==> src/rtl/tlc_pkg.sv <==
// Shared traffic-light types: lamp phases, default phase lengths,
// monitor fault codes and monitor states.
package tlc_pkg;

    typedef enum logic [1:0] {
        PH_RED    = 2'd0,
        PH_GREEN  = 2'd1,
        PH_YELLOW = 2'd2,
        PH_NONE   = 2'd3
    } phase_e;

    localparam int unsigned DEF_RED_CYCLES    = 5;
    localparam int unsigned DEF_GREEN_CYCLES  = 5;
    localparam int unsigned DEF_YELLOW_CYCLES = 2;

    typedef enum logic [2:0] {
        FC_NONE       = 3'd0,
        FC_NOT_ONEHOT = 3'd1,
        FC_BAD_ORDER  = 3'd2,
        FC_SHORT      = 3'd3,
        FC_LONG       = 3'd4
    } fault_code_e;

    typedef enum logic [1:0] {
        ST_ACQUIRE = 2'd0,
        ST_TRACK   = 2'd1,
        ST_FAULT   = 2'd2
    } mon_state_e;

    function automatic phase_e next_phase(input phase_e p);
        case (p)
            PH_RED:    return PH_GREEN;
            PH_GREEN:  return PH_YELLOW;
            PH_YELLOW: return PH_RED;
            default:   return PH_NONE;
        endcase
    endfunction

    // Lamp vector is {red, yellow, green}; non-one-hot maps to PH_NONE.
    function automatic phase_e lamp_to_phase(input logic [2:0] l);
        case (l)
            3'b100:  return PH_RED;
            3'b010:  return PH_YELLOW;
            3'b001:  return PH_GREEN;
            default: return PH_NONE;
        endcase
    endfunction

endpackage

==> src/rtl/tlm_phase_timer.sv <==
// Phase duration counter: clear to 0, load 1 on a phase change,
// increment while the phase holds, and compare against the phase limit.
module tlm_phase_timer #(
    parameter int unsigned DUR_W = 3
) (
    input  logic             clk,
    input  logic             reset,
    input  logic             clr,
    input  logic             load,
    input  logic             inc,
    input  logic [DUR_W-1:0] limit,
    output logic [DUR_W-1:0] dur,
    output logic             at_limit_c
);

    always_ff @(posedge clk) begin
        if (reset || clr) begin
            dur <= '0;
        end else if (load) begin
            dur <= DUR_W'(1);
        end else if (inc) begin
            dur <= dur + DUR_W'(1);
        end
    end

    assign at_limit_c = (dur == limit);

endmodule

==> src/rtl/traffic_light_monitor.sv <==
// Passive lamp-side checker: one-hot, RED->GREEN->YELLOW order and exact
// phase lengths; latches the first fault and counts clean full cycles.
module traffic_light_monitor
    import tlc_pkg::*;
#(
    parameter int unsigned RED_CYCLES    = DEF_RED_CYCLES,
    parameter int unsigned GREEN_CYCLES  = DEF_GREEN_CYCLES,
    parameter int unsigned YELLOW_CYCLES = DEF_YELLOW_CYCLES,
    parameter int unsigned OKCNT_W       = 16
) (
    input  logic               clk,
    input  logic               reset,
    input  logic               red,
    input  logic               yellow,
    input  logic               green,
    input  logic               clear_fault,
    output logic               fault,
    output logic [2:0]         fault_code,
    output logic               tracking,
    output logic [1:0]         phase,
    output logic               cycle_done,
    output logic [OKCNT_W-1:0] ok_cycles
);

    localparam int unsigned MAX_RG     = (RED_CYCLES > GREEN_CYCLES) ? RED_CYCLES : GREEN_CYCLES;
    localparam int unsigned MAX_CYCLES = (MAX_RG > YELLOW_CYCLES) ? MAX_RG : YELLOW_CYCLES;
    localparam int unsigned DUR_W      = $clog2(MAX_CYCLES + 2);

    mon_state_e  state_q, state_d;
    fault_code_e code_q, code_d;
    phase_e      phase_q, phase_d;
    phase_e      lamp_ph;
    logic        legal;
    logic        cd_d;
    logic        t_clr, t_load, t_inc;
    logic [DUR_W-1:0] limit;
    logic [DUR_W-1:0] dur;
    logic        at_limit_c;

    tlm_phase_timer #(.DUR_W(DUR_W)) u_timer (
        .clk        (clk),
        .reset      (reset),
        .clr        (t_clr),
        .load       (t_load),
        .inc        (t_inc),
        .limit      (limit),
        .dur        (dur),
        .at_limit_c (at_limit_c)
    );

    // Required length of the phase currently being tracked
    always_comb begin
        case (phase_q)
            PH_RED:    limit = DUR_W'(RED_CYCLES);
            PH_GREEN:  limit = DUR_W'(GREEN_CYCLES);
            PH_YELLOW: limit = DUR_W'(YELLOW_CYCLES);
            default:   limit = '0;
        endcase
    end

    always_ff @(posedge clk) begin
        if (reset) begin
            state_q    <= ST_ACQUIRE;
            code_q     <= FC_NONE;
            phase_q    <= PH_NONE;
            fault      <= 1'b0;
            tracking   <= 1'b0;
            cycle_done <= 1'b0;
            ok_cycles  <= '0;
        end else begin
            state_q    <= state_d;
            code_q     <= code_d;
            phase_q    <= phase_d;
            fault      <= (state_d == ST_FAULT);
            tracking   <= (state_d == ST_TRACK);
            cycle_done <= cd_d;
            if (cd_d && !(&ok_cycles)) begin
                ok_cycles <= ok_cycles + OKCNT_W'(1);
            end
        end
    end

    // Next state; checks ordered so lower fault codes take priority
    always_comb begin
        state_d = state_q;
        code_d  = code_q;
        phase_d = phase_q;
        cd_d    = 1'b0;
        t_clr   = 1'b0;
        t_load  = 1'b0;
        t_inc   = 1'b0;
        legal   = $onehot({red, yellow, green});
        lamp_ph = lamp_to_phase({red, yellow, green});

        if (clear_fault) begin
            state_d = ST_ACQUIRE;
            code_d  = FC_NONE;
            phase_d = PH_NONE;
            t_clr   = 1'b1;
        end else begin
            case (state_q)
                ST_ACQUIRE: begin
                    if (!legal) begin
                        state_d = ST_FAULT;
                        code_d  = FC_NOT_ONEHOT;
                    end else if (phase_q == PH_NONE) begin
                        phase_d = lamp_ph;
                    end else if (lamp_ph == phase_q) begin
                        state_d = ST_ACQUIRE;
                    end else if (lamp_ph == next_phase(phase_q)) begin
                        state_d = ST_TRACK;
                        phase_d = lamp_ph;
                        t_load  = 1'b1;
                    end else begin
                        state_d = ST_FAULT;
                        code_d  = FC_BAD_ORDER;
                    end
                end
                ST_TRACK: begin
                    if (!legal) begin
                        state_d = ST_FAULT;
                        code_d  = FC_NOT_ONEHOT;
                    end else if (lamp_ph == phase_q) begin
                        if (at_limit_c) begin
                            state_d = ST_FAULT;
                            code_d  = FC_LONG;
                        end else begin
                            t_inc = 1'b1;
                        end
                    end else if (lamp_ph == next_phase(phase_q)) begin
                        if (!at_limit_c) begin
                            state_d = ST_FAULT;
                            code_d  = FC_SHORT;
                        end else begin
                            phase_d = lamp_ph;
                            t_load  = 1'b1;
                            cd_d    = (phase_q == PH_YELLOW);
                        end
                    end else begin
                        state_d = ST_FAULT;
                        code_d  = FC_BAD_ORDER;
                    end
                end
                ST_FAULT: begin
                    state_d = ST_FAULT;
                end
                default: begin
                    state_d = ST_ACQUIRE;
                end
            endcase
        end
    end

    assign fault_code = code_q;
    assign phase      = phase_q;

endmodule

==> config.mk <==
export PLATFORM = sky130hd
export DESIGN_NAME = traffic_light_monitor
export DESIGN_NICKNAME = d
export VERILOG_FILES = /design/src/rtl/tlc_pkg.sv /design/src/rtl/tlm_phase_timer.sv /design/src/rtl/traffic_light_monitor.sv
export SDC_FILE = /design/constraint.sdc
export NUM_CORES = 1
export LEC_CHECK = 0
export CAP_MARGIN = 15
export CORE_MARGIN = 5
export CORE_UTILIZATION = 48
export CTS_CLUSTER_SIZE = 14
export DETAILED_ROUTE_END_ITERATION = 8
export PLACE_DENSITY = 0.75
export SLEW_MARGIN = 15
export SYNTH_ARGS = -nofsm -noshare
export SYNTH_HDL_FRONTEND = slang
export SYNTH_SLANG_ARGS = --single-unit
==> constraint.sdc <==
create_clock -name clk -period 2.7 [get_ports clk]
set_input_delay 0.405 -clock clk [delete_from_list [all_inputs] [get_ports clk]]
set_output_delay 0.405 -clock clk [all_outputs]
set_load 0.1 [all_outputs]
==> results.md, run 1 <==
- Hold_buf cts: 0
- Layout area overhead: 34.81%
- Setup crit start kind: input pin
- Crit Path Category: input pin to register
- Layout net count: 291
- Crit. Startpoint: green
- DRC viols: 0
- Max-cap viol count: 0
- Starting density of the core: 50.50%
- Core Region: 3744 um^2
- Clock latency on the worst-skew pair: 0.29 ns
- Yosys top cell by area: dfxtp_1
- Maximum root-to-sink buffer count: 2
- RSZ-0062 raised after global routing: true
- Clock skew: 0.007475 ns
- Peak VDD IR: 0.3746 mV
- Vias in the first global route: 1718
- Hold Worst Slack: 0.4647 ns
- Top cells by area, synth: dfxtp_1 (31%), ha_1 (4.0%), nor2_1 (4.0%)
- Final WS setup: 0.08774 ns
- Slew Limit Fails: 0
- Seq cells post-synth: 29
- HP Class: register to register
- GPL Wtd Cong: 0.8999
- Chip height: 72.76 um
- Fill count: 326
- DRT Pass-1 Iters: 4
- Antenna-violating nets left: 0
- Slew headroom: 46.23%
- Global-route wire length before repair: 7866 um
- GRT Total Usage: 19.04%
- Syn Inst Count: 221
- Initial DRC Count: 132
- Cell Area, Synth: 1891 um^2
- Achievable Freq: 382.8 MHz
- Clock sink count: 29
- Leakage: 0.9960 nW
- Area of the die: 5294 um^2
- Via/cell ratio: 5.758
- GRT overflow: 0
- Fin crit share: 96.75%
- Number of synthesized flops with an enable pin: 0
- Worst Tran Pin Value: 0.7992 ns
- Most used DFF post-synth: dfxtp_1
- Final Setup Violations: 0
- IO Count: 30
- Syn avg cell area: 8.555 um^2
- Crit-path max FO: 11
- Worst Path Required: 2.92 ns
- Initial antenna violation count: 0
- Reg2reg start: phase[0]
- Detailed placement HPWL: 3560 um
- Share of cells above drive strength 1: 32.26%
- Final Hold Viols: 0
- Clk root buf: clkbuf_8
- Std-Cell Rows: 22
- Synth cell types: 59
- Largest net degree at the start of global routing: 21
- Worst R2R Setup Slack: 0.09 ns
- Ant. Diodes: 0
- CTS HTree Levels: 2
- Status: complete, no violations
- Final wirelength: 4716 um
- Critical Path End Type: register
- WP data arrival: 2.83 ns
- Clk slew on worst S/H paths: 0.06 ns
- Total Neg Setup Slack: 0 ns
- Pre-CTS setup slack: -0.2918 ns
- Yosys warnings: 0
- Num CTS Buffers: 5
- HP Start: fault_code[1]
- Area share of the largest cell type after synthesis: 30.71%
- Pwr/cell area: 463.7 nW/um^2
- Minimum clock period after layout: 2.612 ns
- CTS tree: built
- Post-synthesis sequential area ratio: 30.71%
- Net Count, Synth: 234
- Ys async rst share: 0%
- Routed WL per cell: 14.42 um
- Die X: 72.76 um
- Via Count: 1883
- Port bufs: 29
## metal layers
metal	GRT usage (%)	up-vias	share of wire, %
met5	0	-	0
met4	10.66	0	2.7
met3	4.959	13	4.5
met2	31.36	38	49
met1	22.29	879	44
li1	-	953	-
## final timing paths
check / to / cells past startpoint
setup / recovery: ok_cycles[0] / 9
hold / removal: fault_code[1] / 2
setup reg to reg: ok_cycles[13] / 8
hold reg to reg: fault_code[1] / 2
## power breakdown
group	internal, mW	switching, mW
registers	0.433	0.00559
clock network	0.300	0.163
logic	0.115	0.165
total	0.848	0.334
## layout make-up
class	count	area (um^2)	area share, %
Clock buffer	7	86.33	3.387
Inverter	10	42.54	1.669
Sequential cell	29	588.1	23.07
Tap cell	48	60.06	2.356
Timing Repair Buffer	61	474.2	18.61
Clock inverter	1	30.03	1.178
Multi-Input combinational cell	171	1267	49.73
## critical path, stage by stage
cell and delay, ns:
clkdlybuf4s50_1 0.47, buf_4 0.18, or3b_2 0.49, a211o_1 0.29
nand3_1 0.10, nand4_1 0.20, buf_4 0.22, or3_1 0.34
a21oi_1 0.14
## state kept, by name, summed over array words and instances (netlist names)
signal / cells
phase: 2
tracking: 1
u_timer.dur: 3
fault: 1
fault_code: 3
cycle_done: 1
state_q: 2
ok_cycles: 16
## cell families (layout without fill, tap and decap cells)
group                      Yosys count  in the layout  synth area share (%)
xor gates and xnor gates            11             11                 5.096
muxes                                7              7                 4.103
DFF                                 29             29                 30.71
adders and majority gates            8              8                 5.559
AOI/OAI and AO/OA                   53             53                 21.18
buffers and inverters               21             79                 4.567
and+or+nand+nor                     92             92                 28.79
## Yosys cell counts, types with 5 or more instances
master and instances:
dfxtp_1 29, clkbuf_1 5, a21oi_1 14, nor4_1 6, nor2_1 20, nor3_1 9, buf_2 6, inv_1 10
nand2_1 11, ha_1 6, xnor2_1 8, nand4_1 6, nand3_1 9
## cells in the final DEF (no fill, tap or decap), types with 4 or more instances in the layout
cell type / count
nor3_1: 9
ha_1: 4
dfxtp_1: 27
inv_1: 8
o21ai_0: 4
a21oi_1: 14
nor2_1: 20
clkbuf_8: 6
a31oi_1: 4
clkdlybuf4s50_1: 5
nand3_1: 9
buf_4: 55
nand4_1: 6
nor4_1: 5
o31ai_1: 4
xnor2_1: 8
o211ai_1: 4
mux2i_1: 4
nand2_1: 11
## timing repair
item                                    in CTS  in global routing
endpoints found under the setup margin       0                  9
buffers inserted                             0                  1
resized for setup                            0                  6
hold endpoints to repair                     0                  0
## per-stage QoR
stage	total power, mW	cells	utilization [%]	instance area, um^2
CTS	1.188	326	67.11	2512
floorplan	0.6221	221	-	1922
finish	1.182	327	68.08	2549
detailed placement	0.7178	318	64.00	2396
global placement	0.7155	318	64.00	2396
global route	1.238	327	68.08	2549
Note: power is estimated with default switching activity, not from simulation.
==> inputs of run 2 (changes only) <==
==> constraint.sdc (replaced) <==
create_clock -name clk -period 2.7 [get_ports clk]
set_input_delay 0.405 -clock clk [delete_from_list [all_inputs] [get_ports clk]]
set_output_delay 0.405 -clock clk [all_outputs]
set_load 0.005 [all_outputs]
==> run 2 against run 1 <==
Effect of this change: highest routed layer unchanged; flip-flop and latch count stayed put; critical endpoint is now ok_cycles[13]; critical path type is now register to register; register-to-register slack hardly changed; fmax hardly changed.
==> results.md, run 2 (same netlist as run 1, synthesis figures left out) <==
- GPL Wtd Cong: 0.8176
- Achievable Freq: 383.2 MHz
- Crit-path cells: inv_4 > ha_2 > or4_4 > a2111oi_4 > buf_4 > o2111ai_2 > nor4_4 > and2b_1 > mux2_1
- Share of cells above drive strength 1: 22.74%
- Final WS setup: 0.09033 ns
- Biggest register: ok_cycles
- Layout Cells excl Fill: 325
- Largest stage delay on the critical path: 0.50 ns
- Worst Tran Pin Value: 0.8122 ns
- Fin crit share: 96.65%
- Maximum root-to-sink buffer count: 2
- Slew Limit Fails: 0
- Reg2reg start: phase[0]
- Area of the die: 5294 um^2
- CTS tree: built
- Commonest non-fill, non-tap cell in the layout: buf_4
- Core Region: 3744 um^2
- Layout net count: 290
- Slowest cell on crit path: or4_4
- Commonest cells after routing, fill and taps aside: buf_4 (30), clkdlybuf4s50_1 (29), dfxtp_1 (27), nor2_1 (19), a21oi_1 (14)
- Final instance area: 2540 um^2
- Status: complete, no violations
- WP data arrival: 2.77 ns
- Peak VDD IR: 0.2357 mV
- Clock latency on the worst-skew pair: 0.28 ns
- Pre-CTS setup slack: -0.2487 ns
- Placed cell area: 2432 um^2
- RR Endpoint: ok_cycles[13]
- CTS HTree Levels: 2
- Worst Path Required: 2.86 ns
- Largest net degree at the start of global routing: 21
- GRT Total Usage: 18.64%
- Max-cap viol count: 0
- Layout area overhead: 34.35%
- Post-placement cell count: 317
- Port bufs: 29
- WHS Path Cells: 2
- RSZ-0062 raised after global routing: true
- DRC viols: 0
- Initial DRC Count: 147
- Fill count: 332
- Critical Path End Type: register
- Via/cell ratio: 5.843
- Vias in the first global route: 1757
- Final Setup Violations: 0
- Ant. Diodes: 0
- Crit Path Category: register to register
- Final wirelength: 4769 um
- Global-route wire length before repair: 7962 um
- Antenna-violating nets left: 0
- Clk root buf: clkbuf_8
- Leakage: 0.9342 nW
- HP Class: register to register
- Slew headroom: 45.35%
- Clock sink count: 29
- Die X: 72.76 um
- Final Hold Viols: 0
- Hold EP: fault_code[2]
- Chip height: 72.76 um
- DRT Pass-1 Iters: 4
- Initial antenna violation count: 0
- Flip-flop count of the largest register after layout: 16
- Std-Cell Rows: 22
- IO Count: 30
- Register-to-Register Path Depth: 9
- HP Start: fault_code[2]
- Detailed placement HPWL: 3658 um
- Setup crit start kind: register
- Crit-path max FO: 3
- Num CTS Buffers: 5
- GRT overflow: 0
- Pwr/cell area: 407.4 nW/um^2
- Clock skew: 0.007207 ns
- Via Count: 1899
- Clk slew on worst S/H paths: 0.06 ns
- Routed WL per cell: 14.67 um
- Starting density of the core: 50.50%
- Minimum clock period after layout: 2.610 ns
- Worst R2R Setup Slack: 0.09 ns
## run 2: cell types whose count changed in the layout (fill, tap and decap cells not counted), moves of 2 or more
| cell | delta |
|---|---|
| ha_2 | +2 |
| clkdlybuf4s50_1 | +24 |
| buf_4 | -25 |
| ha_4 | -2 |
## run 2: critical path, delay by kind of cell, from the launching register on
| family | cells | cell delay [ns] |
|---|---|---|
| AO/OA/AOI/OAI | 2 | 0.46 |
| adder cells (fa/ha/maj) | 1 | 0.19 |
| flip-flops | 1 | 0.37 |
| multiplexers | 1 | 0.30 |
| AND/OR/NAND/NOR | 3 | 0.96 |
| buffers and inverters | 2 | 0.20 |
## run 2: layout make-up
| cell class | count | area [um^2] | share of cell area [%] |
|---|---|---|---|
| Inverter | 10 | 40.04 | 1.576 |
| Multi-Input combinational cell | 171 | 1239 | 48.77 |
| Tap cell | 48 | 60.06 | 2.365 |
| Clock buffer | 7 | 86.33 | 3.399 |
| Timing Repair Buffer | 60 | 526.8 | 20.74 |
| Sequential cell | 29 | 588.1 | 23.15 |
## run 2: worst max-delay path by stage
stage,slack (ns),from,end,cells after the start
2_1_floorplan,0.0005,phase[0],ok_cycles[13],8
3_3_place_gp,-0.22,red,ok_cycles[14],9
3_5_place_dp,-0.25,red,ok_cycles[14],9
4_1_cts,0.02,phase[0],ok_cycles[7],8
5_1_grt,-0.01,red,ok_cycles[12],9
6_report,0.09,phase[0],ok_cycles[13],9
## run 2: stage by stage
stage	hold WS [ns]	TNS (ns)	utilization [%]	power, mW
2_1_floorplan	0.4525	0	-	0.5871
3_3_place_gp	0.4531	-2.816	64.97	0.6787
3_5_place_dp	0.4535	-3.447	64.97	0.6824
4_1_cts	0.4636	0	67.35	1.039
5_1_grt	0.5070	-0.01092	67.85	1.093
6_report	0.4579	0	67.85	1.035
## run 2: what timing repair did
action                                 CTS  global route
pin swaps                                1             5
setup endpoints to repair                2             8
hold buffers                             0             0
endpoints found under the hold margin    0             0
resized for setup                        1             3
setup buffers                            0             1
## run 2: layer usage
layer,part of all wire (%),up-vias,global-route usage (%)
li1,-,943,-
met1,47,884,26.13
met2,45,64,28.46
met3,6.6,8,3.857
met4,1.9,0,5.943
met5,0,-,0
## run 2: where the power goes
group	switching [mW]	total [mW]	internal, mW
registers	0.00557	0.438	0.433
clock network	0.153	0.354	0.202
logic	0.128	0.242	0.114
total	0.286	1.03	0.749
